==> config.mk <==
export PLATFORM = sky130hd
export DESIGN_NAME = uart_rx_buffer
export DESIGN_NICKNAME = d
export VERILOG_FILES = /design/src/rtl/uart_pkg.sv /design/src/rtl/uart_sync_fifo.sv /design/src/rtl/uart_rx_buffer.sv
export SDC_FILE = /design/constraint.sdc
export NUM_CORES = 1
export LEC_CHECK = 0
export ABC_AREA = 1
export CORE_ASPECT_RATIO = 0.8
export CORE_MARGIN = 4
export CORE_UTILIZATION = 54
export CTS_BUF_LIST = sky130_fd_sc_hd__clkbuf_8
export DETAILED_ROUTE_END_ITERATION = 7
export GPL_TIMING_DRIVEN = 0
export PLACE_DENSITY = 0.76
export SLEW_MARGIN = 20
export SYNTH_ARGS = -nofsm -noshare
export SYNTH_HDL_FRONTEND = slang
export SYNTH_SLANG_ARGS = --single-unit
==> constraint.sdc <==
create_clock -name clk_i -period 1.9 [get_ports clk_i]
set_input_delay 0.285 -clock clk_i [delete_from_list [all_inputs] [get_ports clk_i]]
set_output_delay 0.285 -clock clk_i [all_outputs]
set_load 0.01 [all_outputs]
==> src/rtl/uart_pkg.sv <==
// rtl/uart_pkg.sv - shared UART constants and frame-length helper
package uart_pkg;

    localparam int UART_DATA_W      = 8;
    localparam int UART_CLK_PER_BIT = 1;
    // start bit plus eight data bits; the stop bit already looks like idle
    localparam int UART_FRAME_BITS  = 9;

    function automatic int frame_min_clk(input int clk_per_bit);
        return UART_FRAME_BITS * clk_per_bit;
    endfunction

endpackage

==> src/rtl/uart_sync_fifo.sv <==
// rtl/uart_sync_fifo.sv - single-clock FIFO with occupancy count and synchronous flush
//   clk_i, nreset_i : clock, synchronous active-low reset
//   clear           : flush, wins over write and read
//   wr_en, wr_data  : write request, ignored while full
//   rd_en, rd_data  : read request (ignored while empty), head entry
//   full, empty     : occupancy flags
//   count           : occupancy, 0..DEPTH
module uart_sync_fifo
    import uart_pkg::*;
#(
    parameter int DATA_W = UART_DATA_W,
    parameter int DEPTH  = 8
) (
    input  logic                   clk_i,
    input  logic                   nreset_i,
    input  logic                   clear,
    input  logic                   wr_en,
    input  logic [DATA_W-1:0]      wr_data,
    input  logic                   rd_en,
    output logic [DATA_W-1:0]      rd_data,
    output logic                   full,
    output logic                   empty,
    output logic [$clog2(DEPTH):0] count
);

    localparam int PW = $clog2(DEPTH);
    localparam int CW = PW + 1;

    logic [DATA_W-1:0] mem [DEPTH];
    logic [PW-1:0]     wr_ptr;
    logic [PW-1:0]     rd_ptr;
    logic [CW-1:0]     cnt;
    logic              do_wr;
    logic              do_rd;

    // full is taken from the registered count, so a read in the same
    // cycle never makes room for a write
    assign full    = (cnt == CW'(DEPTH));
    assign empty   = (cnt == '0);
    assign do_wr   = wr_en && !full;
    assign do_rd   = rd_en && !empty;
    assign rd_data = mem[rd_ptr];
    assign count   = cnt;

    always_ff @(posedge clk_i) begin
        if (!nreset_i) begin
            wr_ptr <= '0;
            rd_ptr <= '0;
            cnt    <= '0;
        end else if (clear) begin
            wr_ptr <= '0;
            rd_ptr <= '0;
            cnt    <= '0;
        end else begin
            if (do_wr) begin
                wr_ptr <= wr_ptr + PW'(1);
            end
            if (do_rd) begin
                rd_ptr <= rd_ptr + PW'(1);
            end
            case ({do_wr, do_rd})
                2'b10:   cnt <= cnt + CW'(1);
                2'b01:   cnt <= cnt - CW'(1);
                default: cnt <= cnt;
            endcase
        end
    end

    // storage needs no reset; entries are only visible through the count
    always_ff @(posedge clk_i) begin
        if (nreset_i && !clear && do_wr) begin
            mem[wr_ptr] <= wr_data;
        end
    end

endmodule

==> src/rtl/uart_rx_buffer.sv <==
// rtl/uart_rx_buffer.sv - frame detector and byte FIFO behind a UART receiver
//   clk_i, nreset_i      : clock, synchronous active-low reset
//   enable_i             : receive enable from control logic
//   clear_i              : flush FIFO and overflow flag
//   rx_ready_i           : receiver idle indication
//   rx_data_i            : receiver data byte
//   rx_valid_o           : receiver enable, gated while full when FLOW_GATE=1
//   m_data_o, m_valid_o  : head byte stream toward host
//   m_ready_i            : host accepts head byte
//   count_o              : FIFO occupancy
//   overflow_o           : sticky, a completed frame was dropped
//   false_start_o        : pulse, busy period too short to be a frame
module uart_rx_buffer
    import uart_pkg::*;
#(
    parameter int CLK_PER_BIT   = UART_CLK_PER_BIT,
    parameter int DEPTH         = 8,
    parameter int FRAME_MIN_CLK = frame_min_clk(CLK_PER_BIT),
    parameter bit FLOW_GATE     = 1'b1
) (
    input  logic                   clk_i,
    input  logic                   nreset_i,
    input  logic                   enable_i,
    input  logic                   clear_i,
    input  logic                   rx_ready_i,
    input  logic [UART_DATA_W-1:0] rx_data_i,
    output logic                   rx_valid_o,
    output logic [UART_DATA_W-1:0] m_data_o,
    output logic                   m_valid_o,
    input  logic                   m_ready_i,
    output logic [$clog2(DEPTH):0] count_o,
    output logic                   overflow_o,
    output logic                   false_start_o
);

    localparam int            BW       = $clog2(FRAME_MIN_CLK + 1);
    localparam logic [BW-1:0] BUSY_SAT = BW'(FRAME_MIN_CLK);

    logic          rx_ready_d;
    logic [BW-1:0] busy_cnt;
    logic          frame_end;
    logic          frame_ok;
    logic          push_req;
    logic          pop;
    logic          fifo_full;
    logic          fifo_empty;
    logic          overflow_q;

    // busy tracker: counts receiver-busy clocks, saturating at the frame minimum
    always_ff @(posedge clk_i) begin
        if (!nreset_i) begin
            rx_ready_d <= 1'b1;
            busy_cnt   <= '0;
        end else begin
            rx_ready_d <= rx_ready_i;
            if (rx_ready_i) begin
                busy_cnt <= '0;
            end else if (busy_cnt != BUSY_SAT) begin
                busy_cnt <= busy_cnt + BW'(1);
            end
        end
    end

    // receiver returning to idle ends a busy period; the byte is valid now
    assign frame_end     = nreset_i && !rx_ready_d && rx_ready_i;
    assign frame_ok      = (busy_cnt == BUSY_SAT);
    assign push_req      = frame_end && frame_ok;
    assign false_start_o = frame_end && !frame_ok;

    assign pop        = m_valid_o && m_ready_i;
    assign m_valid_o  = !fifo_empty;
    assign rx_valid_o = nreset_i && enable_i && !(FLOW_GATE && fifo_full);
    assign overflow_o = overflow_q;

    always_ff @(posedge clk_i) begin
        if (!nreset_i) begin
            overflow_q <= 1'b0;
        end else if (clear_i) begin
            overflow_q <= 1'b0;
        end else if (push_req && fifo_full) begin
            overflow_q <= 1'b1;
        end
    end

    uart_sync_fifo #(
        .DATA_W (UART_DATA_W),
        .DEPTH  (DEPTH)
    ) u_fifo (
        .clk_i    (clk_i),
        .nreset_i (nreset_i),
        .clear    (clear_i),
        .wr_en    (push_req),
        .wr_data  (rx_data_i),
        .rd_en    (pop),
        .rd_data  (m_data_o),
        .full     (fifo_full),
        .empty    (fifo_empty),
        .count    (count_o)
    );

endmodule

* After elaboration in Yosys (flattened, before gate mapping)
Memories as Yosys holds them, arrays and structs flattened. A register that Yosys moved wholly into a read port is not among the register bits.
Index checks and enable logic that the tools add are counted.
** Cells by class
- $add $sub $neg :: 5
- Equality and inequality tests :: 5
- Multiplexer cells :: 5
- Bitwise operators :: 1
- Reduce and logical (&&, ||, !) cells :: 21
** Operator list (count)
- logical AND 1 bit :: 12
- adder 4 x 1 -> 4 bit, second input constant :: 2
- equality test 4 bit, second input constant :: 2
- one-hot mux 4 bit (2 select lines) :: 1
- adder 3 x 1 -> 3 bit, second input constant :: 2
- 2-to-1 mux 3 bit :: 2
- logical NOT 1 bit :: 5
- logical NOT 4 bit :: 1
- inequality test 4 bit, second input constant :: 1
- OR reduction 2 bit :: 2
- subtractor 4 x 1 -> 4 bit, second input constant :: 1
- equality test 2 x 1 -> 1 bit, second input constant :: 1
- equality test 2 bit, second input constant :: 1
- 2-to-1 mux 1 bit :: 2
- nonzero test 2 bit :: 1
- inverter 1 bit :: 1
** Word-level totals
- Register bits :: 16
- RAM bits :: 64
- Bits of input ports :: 14
- Output and inout port bits :: 16
- Logic and storage cells :: 44
- Memories kept :: 1
** Memory list
- u_fifo.mem :: words 8, width 8, rd ports 1, clocked after Yosys merged registers in 1, wr ports 1, RTL line uart_sync_fifo.sv:29 : logic [DATA_W-1:0] mem [DEPTH];

* Depth between registers and ports, before layout
Gate-level depths: netlist of run 1.
- Depth after elaboration :: 8
- Depth in mapped cells :: 15

* Modules after synthesis
From an unflattened synthesis of run 1, not the netlist that was laid out.
** Second synthesis, totals
- Cells, all modules :: 338
- Area, all modules :: 3528.4 um^2
** Modules (own cells, without submodules)
- uart_sync_fifo :: times used 1, cells an instance 294, area an instance 3211.8 um^2, sequential area each 2182.1 um^2
- uart_rx_buffer :: times used 1, cells an instance 44, area an instance 316.6 um^2, sequential area each 120.1 um^2

* Worst setup path after synthesis of run 1
OpenSTA, ideal clock, no wires.
- Path type :: reg2reg
- Start :: reg busy_cnt[0]
- End :: reg u_fifo.cnt[2], in the netlist u_fifo.count[2]
- Arrival time :: 1.802 ns
- Data required time :: 1.785 ns
- Slack :: -0.017 ns
- Stages on the path, launching flop included :: 14
- Period minus slack after synthesis :: 1.917 ns
- Path through :: dfxtp_1 > ha_1 > nand3_4 > nor2_4 > nand2_4 > ha_1 > nand2_1 > inv_1 > nor2_1 > ha_1 > a21oi_1 > xnor2_1 > o21ai_0 > inv_1
** On the way
- Word-level cells in the longest chain between the ends :: 5
** Ends and longest elaborated chain
- from (decl) :: RTL line uart_rx_buffer.sv:40 : logic [BW-1:0] busy_cnt;
- from (signal assigned) :: RTL line uart_rx_buffer.sv:59 : busy_cnt <= busy_cnt + BW'(1);
- equality test 4 bit (*) :: RTL line uart_rx_buffer.sv:66 : assign frame_ok = (busy_cnt == BUSY_SAT);
- logical AND 1 bit (*) :: RTL line uart_rx_buffer.sv:67 : assign push_req = frame_end && frame_ok;
- logical AND 1 bit (*) :: RTL line uart_sync_fifo.sv:40 : assign do_wr = wr_en && !full;
- equality test 2 x 1 -> 1 bit / equality test 2 bit (equally long branches) :: RTL line uart_sync_fifo.sv:61 : case ({do_wr, do_rd})
- one-hot mux 4 bit (2 select lines) / nonzero test 2 bit (equally long branches)
- to (signal assigned) :: RTL line uart_sync_fifo.sv:62 : 2'b10: cnt <= cnt + CW'(1);
- to (signal assigned) :: RTL line uart_sync_fifo.sv:63 : 2'b01: cnt <= cnt - CW'(1);
- to (signal assigned) :: RTL line uart_sync_fifo.sv:64 : default: cnt <= cnt;
- to (decl) :: RTL line uart_sync_fifo.sv:32 : logic [CW-1:0] cnt;
Mark *: on every way between the ends. The rest lies on a longest branch, timed or not.
A chain may end at the register's enable or synchronous reset.

==> results of run 1 <==
==> power by group through the flow <==
stage | Combinational, mW | Sequential [mW] | Clock (mW)
floorplan | 0.0163 | 2.00 | 0
global placement | 0.0643 | 2.00 | 0
detailed placement | 0.0663 | 2.00 | 0
CTS | 0.0707 | 1.95 | 1.17
global route | 0.0808 | 1.95 | 1.27
finish | 0.0741 | 1.95 | 1.14
==> placed cells by master (no fill, tap or decap), types with 2 or more instances in the layout <==
cell type	count
nor3_1	2
ha_1	3
dlygate4sd2_1	2
mux2i_1	8
edfxtp_1	64
ha_4	3
buf_8	2
o22ai_1	8
dfxtp_2	6
inv_2	4
nand3_2	3
clkdlybuf4s50_1	19
o21ai_1	19
clkbuf_8	11
nand2_1	35
clkinv_4	3
xnor2_1	2
buf_2	7
inv_1	20
buf_6	4
buf_4	13
nor2_2	4
inv_6	4
dfxtp_1	10
nor2_4	13
nand3_1	8
o21ai_0	23
nor2_1	36
dfxtp_4	3
a21oi_1	10
a21oi_2	2
nand2_2	3
==> timing repair <==
action	CTS	global route
cloned	3	0
pin swaps	8	14
setup endpoints to repair	77	29
gates resized for setup	101	30
buffers inserted	13	1
==> cells by family after synthesis <==
group	after synthesis
mux	8
xor+xnor	4
fa+ha+maj	7
buf+inv	34
simple gates	109
flops	83
compound gates	62
==> per-stage QoR <==
stage / power [mW] / util [%]
floorplan: 2.012 / -
global placement: 2.060 / 63.48
detailed placement: 2.062 / 63.48
CTS: 3.189 / 71.88
global route: 3.299 / 73.06
finish: 3.167 / 73.06
==> layout make-up <==
type                    count  area (um2)  area share (%)
flip-flops and latches     83        2321           52.62
multi-input cells         190        1166           26.44
repair buffers             46       440.4           9.986
clock buffers               9       123.9           2.809
well taps                  81       101.3           2.298
plain buffers               7       98.84           2.241
inverters                  25       98.84           2.241
clock inverters             7       60.06           1.362
==> state kept, by name, indices dropped and copies added (netlist names), named ones only <==
signal / count
u_fifo.mem: 64
u_fifo.wr_ptr: 3
overflow_o: 1
rx_ready_d: 1
busy_cnt: 4
u_fifo.rd_ptr: 3
u_fifo.count: 4
==> per-layer routing <==
layer / track usage (%) / share of wire [%]
met1: 26.02 / 39
met5: 0 / 0
met2: 36.98 / 49
met3: 8.867 / 9.8
met4: 7.714 / 1.8
==> worst max path at each step <==
stage | from | end
6_report | flop | m_data_o[4]
2_1_floorplan | u_fifo.count[2]$_SDFFE_PP0P_ | u_fifo.count[2]$_SDFFE_PP0P_
5_1_grt | flop | m_data_o[1]
4_1_cts | flop | m_data_o[4]
3_3_place_gp | nreset_i | u_fifo.mem[0][0]$_DFFE_PP_
3_5_place_dp | nreset_i | u_fifo.mem[0][0]$_DFFE_PP_
==> critical path, stage by stage (launching register included) <==
cell and delay [ns]:
dfxtp_4 0.42, buf_6 0.15, nor2_1 0.05, nor2_1 0.11, o21ai_1 0.09, o21ai_1 0.10, nand2_1 0.08, nand2_1 0.07
clkdlybuf4s15_2 0.21
==> out/results.ini, run 1 <==
[global_route]
grt_overflow=0
grt_antenna_before_repair=0
grt_pass1_vias=2488
grt_first_pass_wirelength_mm=12.58
track_usage_pct=22.07
grt_max_degree=17

[timing]
holdWs_ns=0.5021
grt_setup_unrepaired=yes
setup_viol_count_final=2
slew_violations=0
finalSetupTns_ns=-0.04251
layout_min_cycle_time_ns=1.936
hold_violations=0
setup_ws_ns=-0.03647
period_share_pct=101.9
tightest_slew_ns=0.4161
slew_headroom_pct=72.23
fmax_ghz=0.5164
fin_skew_ns=0.008250

[clocking]
cts_num_sinks=83
insertion_delay_ns=0.36
root_buffer=clkbuf_8
clk_pin_slew_worst_paths_ns=0.08
cts-buffers-inserted=9
cts_buffer_depth=2
htree_levels=3
tritoncts=yes
holdBufCountCts=0

[floorplanning]
die_area_um2=7708
die_h_um=79.33
initial_core_util_pct=56.89
rows=25
ios=30
core-area_um2=6037
dieWidth_um=97.17

[yosys]
synth_flop_cell=edfxtp_1
synth-seq-cells=83
synth_top_family_by_area=simple AND/OR/NAND/NOR gates
synth_adder_area_share_pct=2.550
postSynthAreaPerCell_um2=11.19
ys_top_cells_by_count=64 x edfxtp_1, 51 x nor2_1, 40 x o21ai_0
synth_cells=307
synth_nets=328
synth_area_um2=3435
synthMostInstantiatedCell=edfxtp_1
synthMuxAreaShare_pct=2.332
synth_top_area_share_pct=55.96
seq_area_frac_synth_pct=67.03
yosysWarningCount=0
synth_xor_area_share_pct=1.020
synth_simple_gate_area_share_pct=13.62
yosysTopAreaCell=edfxtp_1
ys_async_sr_fraction_pct=0
ys_types=27
synth-edff-count=64
synth_compound_area_share_pct=9.435
ys_top_cells_by_area=edfxtp_1 56%, dfxtp_1 11%, o21ai_0 5.8%

[status]
status=complete, but fails checks
violations=negative setup slack

[setup_path]
cp_max_fo=6
ff2ff_path_depth=8
crit_type=reg -> out
startpoint_type=flop
reg2reg_from=busy_cnt[1]$_SDFFE_PP0P_
worstPathArrival_ns=1.65
r2r_setup_slack_ns=0.05
r2r-end=u_fifo.mem[1][6]$_DFFE_PP_
end_kind=primary output
required_ns=1.62

[power_and_ir_drop]
power_frac_comb_pct=2.3
seqPwrFrac_pct=61.5
peakVddDrop_uv=582.2
swShare_pct=21.84
internal_power_mw=2.475
leakagePower_nw=1.573
p_clk_share_pct=36.1
switchingPower_mw=0.6918
power_density_nw_per_um2=718.1

[placed_design]
place_hpwl_mm=4.568
dp.cells=417
place_congestion=0.7749
place_ws_ns=-0.7139
io_buffers=29
dpl_cell_area_um2=3832

[hold_path]
worstHoldPathType=reg -> reg
min_from=overflow_o$_SDFFE_PP0P_
worstHoldPathCells=2
min_delay_worst_endpoint=overflow_o$_SDFFE_PP0P_

[drt]
via_per_inst=5.614
dr_total_vias=2515
wire_per_inst_um=17.87
dr.pass1.iters=5
antenna_left=0
drt-initial-drc-count=208
totalWireLength_mm=8.005
drc=0

[final_layout]
area_growth_pct=28.42
design_area_um2=4410
fillCellCount=407
nets=383
diodes=0
drive_gt1_share_pct=25.89
instances_no_fill=448

[run]
cap_violations=0

Note: power is estimated with default switching activity, not from simulation.
==> run 2: changes to the inputs <==
- CORE_MARGIN: 4 -> 2
- SKIP_LAST_GASP: not set -> 1
==> run 2 against run 1 <==
  * The flow still finishes with violations (negative setup slack)
  * Sequential share of layout area down 0.21 points
  * Routed wire length down 2.0%
  * Count of clock-buffer cells in the layout unchanged
  * Sequential power about the same
  * Critical endpoint is now m_data_o[6]
==> out/results.ini, run 2 (synthesis gave the netlist of run 1 again) <==
[status]
status=complete, but fails checks  ; unchanged
violations=negative setup slack  ; unchanged

[clocking]
cts_buffer_depth=2  ; unchanged
cts-buffers-inserted=9  ; unchanged
insertion_delay_ns=0.36  ; about the same
cts_num_sinks=83  ; unchanged
htree_levels=3  ; unchanged
clk_pin_slew_worst_paths_ns=0.08  ; about the same
tritoncts=yes  ; unchanged
holdBufCountCts=0  ; unchanged
root_buffer=clkbuf_8  ; unchanged

[final_layout]
design_area_um2=4428  ; was 4410 um2
fillCellCount=387  ; was 407
largest_reg_flops=64  ; unchanged
layout_commonest_cell=edfxtp_1  ; unchanged
diodes=0  ; unchanged
finish.utilization_pct=73.35  ; was 73.06%
nets=384  ; was 383
area_growth_pct=28.93  ; was 28.42%
drive_gt1_share_pct=26.63  ; was 25.89%
final_cell_mix=64 x edfxtp_1, 38 x nor2_1, 34 x nand2_1  ; was 64 x edfxtp_1, 36 x nor2_1, 35 x nand2_1
regMostFlops=u_fifo.mem  ; unchanged

[placed_design]
place_hpwl_mm=4.426  ; was 4.568 mm
io_buffers=29  ; unchanged
dpl_cell_area_um2=3832  ; unchanged
place_congestion=0.8602  ; was 0.7749
place_ws_ns=-0.6588  ; was -0.7139 ns

[global_route]
grt_max_degree=16  ; was 17
grt_pass1_vias=2408  ; was 2488
grt_overflow=0  ; unchanged
grt_antenna_before_repair=0  ; unchanged
grt_first_pass_wirelength_mm=12.02  ; was 12.58 mm
track_usage_pct=24.09  ; was 22.07%

[drt]
totalWireLength_mm=7.847  ; was 8.005 mm
antenna_left=0  ; unchanged
drc=0  ; unchanged
wire_per_inst_um=17.48  ; was 17.87 um
via_per_inst=5.541  ; was 5.614
dr.pass1.iters=5  ; unchanged
drt-initial-drc-count=357  ; was 208
dr_total_vias=2488  ; was 2515

[floorplanning]
rows=25  ; unchanged
initial_core_util_pct=56.89  ; unchanged
core-area_um2=6037  ; unchanged
die_area_um2=7018  ; was 7708 um2
die_h_um=75.33  ; was 79.33 um
dieWidth_um=93.17  ; was 97.17 um
ios=30  ; unchanged

[timing]
slew_headroom_pct=64.11  ; was 72.23%
fin_skew_ns=0.01004  ; was 0.008250 ns
grt_setup_unrepaired=yes  ; unchanged
slew_violations=0  ; unchanged
period_share_pct=103.7  ; was 101.9%
tightest_slew_ns=0.5377  ; was 0.4161 ns
setup_ws_ns=-0.06938  ; was -0.03647 ns
layout_min_cycle_time_ns=1.969  ; was 1.936 ns
setup_viol_count_final=11  ; was 2
fmax_ghz=0.5078  ; was 0.5164 GHz
hold_violations=0  ; unchanged

[hold_path]
worstHoldPathType=in -> reg  ; was reg -> reg

[power_and_ir_drop]
power_density_nw_per_um2=710.6  ; was 718.1 nW/um2
leakagePower_nw=1.568  ; was 1.573 nW
peakVddDrop_uv=578.3  ; was 582.2 uV

[run]
cap_violations=0  ; unchanged

[setup_path]
end_kind=primary output  ; unchanged
crit_end=m_data_o[6]  ; was m_data_o[4]
crit_type=reg -> out  ; unchanged
r2r_setup_slack_ns=-0.02  ; was 0.05 ns
reg2reg_from=busy_cnt[1]$_SDFFE_PP0P_  ; unchanged
worstPathArrival_ns=1.68  ; was 1.65 ns
cp_max_fo=7  ; was 6
r2r-end=u_fifo.mem[3][2]$_DFFE_PP_  ; was u_fifo.mem[1][6]$_DFFE_PP_
startpoint_type=flop  ; unchanged
required_ns=1.62  ; about the same
ff2ff_path_depth=8  ; unchanged

## run 2: cell types whose count changed in the layout (fill, tap and decap cells not counted), moves of 3 or more
cell / delta
buf_12: +4
o21ai_0: +3
nor2_4: -3
o21ai_2: +3
o21ai_1: -6
## run 2: how the worst min path moves through the flow
stage               slack, ns  cells after the start                      from                         end
finish                   0.45                      4                  nreset_i       rx_ready_d$_SDFF_PN1_
global route             0.50                      4                  nreset_i       rx_ready_d$_SDFF_PN1_
CTS                      0.43                      4                  nreset_i       rx_ready_d$_SDFF_PN1_
detailed placement       0.46                      1  busy_cnt[0]$_SDFFE_PP0P_    busy_cnt[0]$_SDFFE_PP0P_
global placement         0.45                      1  busy_cnt[0]$_SDFFE_PP0P_    busy_cnt[0]$_SDFFE_PP0P_
floorplan                0.38                      0              rx_data_i[0]  u_fifo.mem[0][0]$_DFFE_PP_
## run 2: stage by stage
step	setup TNS [ns]	hold WS (ns)	std cells	power (mW)
global route	-1.633	0.4979	449	3.248
detailed placement	-38.27	0.4562	417	2.062
finish	-0.1966	0.4478	449	3.147
global placement	-37.25	0.4476	417	2.059
floorplan	0	0.3839	307	2.012
CTS	-0.8399	0.4286	444	3.159
## run 2: critical path, cell delays in order (launching register included)
cell and delay (ns):
dfxtp_4 0.46, buf_6 0.14, buf_12 0.11, buf_4 0.10
mux2i_1 0.16, o22ai_1 0.08, nand2_1 0.06, nand2_1 0.07
buf_2 0.14
## run 2: report_power, final
part	internal (mW)	leakage [nW]	switching, mW
registers	1.95	0.734	0.00196
clock network	0.479	0.0818	0.643
logic	0.0365	0.752	0.0390
## run 2: area by class of cell
cell class                 instances  area, um2  area share, %
sequential                        83       2321          52.42
multi-input combinational        190       1172          26.48
timing repair buffer              46      441.7          9.975
clock buffer                       9      123.9          2.797
buffer                             8      115.1          2.600
tap                               81      101.3          2.289
inverter                          25      98.84          2.232
clock inverter                     7      53.80          1.215
## run 2: metal layers
metal / GRT usage (%) / vias up / routed length [um]
li1: - / 1180 / -
met1: 32.19 / 1173 / 3361
met2: 37.04 / 117 / 3735
met3: 6.034 / 18 / 614
met4: 13.56 / 0 / 135
met5: 0 / - / 0
## run 2: what timing repair did
| item | 4_1_cts | 5_1_grt |
|---|---|---|
| setup endpoints to repair | 77 | 44 |
| cloned | 2 | 0 |
| gates resized for setup | 86 | 45 |
| setup buffers | 10 | 7 |
| pin swaps | 7 | 17 |
==> run 3: changes to the inputs <==
- HOLD_SLACK_MARGIN: not set -> 0.12
- SYNTH_HIERARCHICAL: not set -> 1
==> run 3 against run 2 <==
  * The run still ends with negative setup slack left
  * Non-clock buffer count up 5
  * Worst hold slack worse by 0.11 ns
  * Count of clock-buffer cells in the layout unchanged
  * Final cell count up 8.2%
  * Final area up 2.6%
  * Combinational power up 12%
  * Flip-flop and latch count unchanged
  * Routed wire length up 2.1%
  * Core utilization down 1.7 points
  * Worst setup slack worse by 0.027 ns
==> out/results.ini, run 3 <==
[status]
status=complete, but fails checks  ; unchanged
violations=negative setup slack  ; unchanged

[yosys]
yosysWarningCount=6  ; was 0
seq_area_frac_synth_pct=65.25  ; was 67.03%
synth_nets=360  ; was 328
synth_area_um2=3528  ; was 3435 um2
yosysTopAreaCell=edfxtp_1  ; unchanged
postSynthAreaPerCell_um2=10.44  ; was 11.19 um2
synth_cells=338  ; was 307
synthMostInstantiatedCell=nor2_1  ; was edfxtp_1
synth-seq-cells=83  ; unchanged
synth-edff-count=64  ; unchanged
synth_flop_cell=edfxtp_1  ; unchanged
ys_async_sr_fraction_pct=0  ; unchanged
ys_top_cells_by_count=74 x nor2_1, 64 x edfxtp_1, 48 x nand2_1  ; was 64 x edfxtp_1, 51 x nor2_1, 40 x o21ai_0
ys_types=24  ; was 27
synth_top_area_share_pct=54.47  ; was 55.96%
ys_top_cells_by_area=edfxtp_1 54%, dfxtp_1 11%, nor2_1 7.9%  ; was edfxtp_1 56%, dfxtp_1 11%, o21ai_0 5.8%

[clocking]
htree_levels=3  ; unchanged
cts-buffers-inserted=9  ; unchanged
clk_pin_slew_worst_paths_ns=0.08  ; about the same
tritoncts=yes  ; unchanged
holdBufCountCts=0  ; unchanged
cts_buffer_depth=2  ; unchanged
insertion_delay_ns=0.35  ; was 0.36 ns
root_buffer=clkbuf_8  ; unchanged
cts_num_sinks=83  ; unchanged

[power_and_ir_drop]
peakVddDrop_uv=548.2  ; was 578.3 uV
power_density_nw_per_um2=770.0  ; was 710.6 nW/um2
swShare_pct=18.42  ; was 21.73%
internal_power_mw=2.853  ; was 2.463 mW
seqPwrFrac_pct=55.6  ; was 61.9%
leakagePower_nw=1.716  ; was 1.568 nW
p_clk_share_pct=42.0  ; was 35.7%
switchingPower_mw=0.6442  ; was 0.6838 mW
power_frac_comb_pct=2.4  ; about the same

[placed_design]
place_congestion=0.8077  ; was 0.8602
dpl_cell_area_um2=3944  ; was 3832 um2
io_buffers=29  ; unchanged
place_hpwl_mm=4.830  ; was 4.426 mm
place_ws_ns=-0.7844  ; was -0.6588 ns

[final_layout]
fillCellCount=415  ; was 387
nets=419  ; was 384
regMostFlops=u_fifo/mem  ; was u_fifo.mem
largest_reg_flops=64  ; unchanged
drive_gt1_share_pct=25.12  ; was 26.63%
design_area_um2=4542  ; was 4428 um2
finish.utilization_pct=71.60  ; was 73.35%
final_cell_mix=64 x edfxtp_1, 61 x nor2_1, 45 x nand2_1  ; was 64 x edfxtp_1, 38 x nor2_1, 34 x nand2_1
register_area_um2=2327  ; was 2321 um2
layout_commonest_cell=edfxtp_1  ; unchanged
multi_input_area_um2=1225  ; was 1172 um2
area_growth_pct=28.72  ; was 28.93%
diodes=0  ; unchanged

[floorplanning]
die_h_um=76.30  ; was 75.33 um
ios=30  ; unchanged
dieWidth_um=94.38  ; was 93.17 um
die_area_um2=7201  ; was 7018 um2
core-area_um2=6344  ; was 6037 um2
initial_core_util_pct=55.62  ; was 56.89%
rows=26  ; was 25

[timing]
period_share_pct=105.1  ; was 103.7%
hold_violations=0  ; unchanged
setup_ws_ns=-0.09638  ; was -0.06938 ns
setup_viol_count_final=18  ; was 11
layout_min_cycle_time_ns=1.996  ; was 1.969 ns
grt_setup_unrepaired=yes  ; unchanged
slew_violations=0  ; unchanged
finalSetupTns_ns=-1.133  ; was -0.1966 ns
fmax_ghz=0.5009  ; was 0.5078 GHz
slew_headroom_pct=63.49  ; was 64.11%
fin_skew_ns=0.01400  ; was 0.01004 ns
tightest_slew_ns=0.5470  ; was 0.5377 ns

[setup_path]
cp_max_fo=8  ; was 7
worstPathArrival_ns=1.98  ; was 1.68 ns
startpoint_type=flop  ; unchanged
path_cells=inv_2 > ha_4 > nand3_4 > nor2_4 > nand3_1 > nor2_2  ; was buf_6 > buf_12 > buf_4 > mux2i_1 > o22ai_1 > nand2_1 > nand2_1 > buf_2
required_ns=1.88  ; was 1.62 ns
cp_slowest_cell=nor2_2  ; was dfxtp_4
crit_type=reg -> reg  ; was reg -> out
cp_slowest_stage_delay_ns=0.56  ; was 0.46 ns
end_kind=flop  ; was primary output

[drt]
via_per_inst=5.377  ; was 5.541
dr.pass1.iters=5  ; unchanged
wire_per_inst_um=16.48  ; was 17.48 um
totalWireLength_mm=8.010  ; was 7.847 mm
drc=0  ; unchanged
antenna_left=0  ; unchanged
dr_total_vias=2613  ; was 2488
drt-initial-drc-count=307  ; was 357

[global_route]
grt_overflow=0  ; unchanged
grt_max_degree=15  ; was 16
grt_antenna_before_repair=0  ; unchanged
track_usage_pct=22.81  ; was 24.09%
grt_first_pass_wirelength_mm=12.21  ; was 12.02 mm
grt_pass1_vias=2521  ; was 2408

[run]
cap_violations=0  ; unchanged

[hold_path]
worstHoldPathType=in -> reg  ; unchanged

run 3: kinds of logic (layout without fill, tap and decap cells):
logic type                 Yosys count  in the layout  synth area share [%]
and+or+nand+nor                    141            141                 16.17
DFF                                 83             83                 65.25
AOI/OAI and AO/OA                   63             63                 8.936
buffers and inverters               39            103                 5.603
adders and majority gates            8              8                 3.050
xor gates and xnor gates             4              4                0.9931
run 3: metrics by stage:
step | hold WS [ns] | power (mW) | cells
2_1_floorplan | 0.3839 | 2.018 | 338
6_report | 0.3414 | 3.497 | 486
3_5_place_dp | 0.4393 | 2.071 | 451
3_3_place_gp | 0.4352 | 2.068 | 451
5_1_grt | 0.3427 | 3.584 | 486
4_1_cts | 0.3321 | 3.515 | 479
run 3: final cells by class:
| cell class | instances | share of cell area, % |
|---|---|---|
| clock buffer | 9 | 2.727 |
| clock inverter | 7 | 2.534 |
| buffer | 11 | 2.727 |
| inverter | 28 | 2.424 |
| tap | 84 | 2.314 |
| timing repair buffer | 48 | 9.063 |
| multi-input combinational | 216 | 26.97 |
| sequential | 83 | 51.24 |
run 3: repair_timing:
item / CTS / global route
cloned: 0 / 0
endpoints found under the hold margin: 0 / 0
resized for setup: 55 / 42
pin swaps: 8 / 7
endpoints found under the setup margin: 77 / 22
buffers inserted: 12 / 7
run 3: worst paths after layout:
check | slack (ns) | cells past startpoint | to | start
hold / removal | 0.34 | 3 | rx_ready_d$_SDFF_PN1_ | rx_ready_i
setup / recovery | -0.1 | 6 | u_fifo/mem[5][7]$_DFFE_PP_ | busy_cnt[1]$_SDFFE_PP0P_
setup reg to reg | -0.1 | 6 | u_fifo/mem[5][7]$_DFFE_PP_ | busy_cnt[1]$_SDFFE_PP0P_
hold reg to reg | 0.47 | 2 | overflow_o$_SDFFE_PP0P_ | overflow_o$_SDFFE_PP0P_
run 3: power groups by stage:
stage | combinational, mW | clock (mW) | sequential [mW]
after floorplan | 0.0219 | 0 | 2.00
after CTS | 0.0810 | 1.48 | 1.95
final | 0.0843 | 1.47 | 1.95
after global routing | 0.0921 | 1.55 | 1.95
after global placement | 0.0721 | 0 | 2.00
after detailed placement | 0.0751 | 0 | 2.00
run 3: critical path: cells and delay by family, from the launching register on:
kind | cells | cell delay [ns]
buf+inv | 1 | 0.07
fa+ha+maj | 1 | 0.14
simple gates | 4 | 1.08
flops | 1 | 0.33
run 3: routing by layer:
metal  track usage, %  up-vias  part of all wire (%)
li1                 -     1259                     -
met1            30.47     1242                    42
met2            36.93      102                    50
met3            5.440       10                   7.0
met4            7.536        0                   1.1
met5                0        -                     0
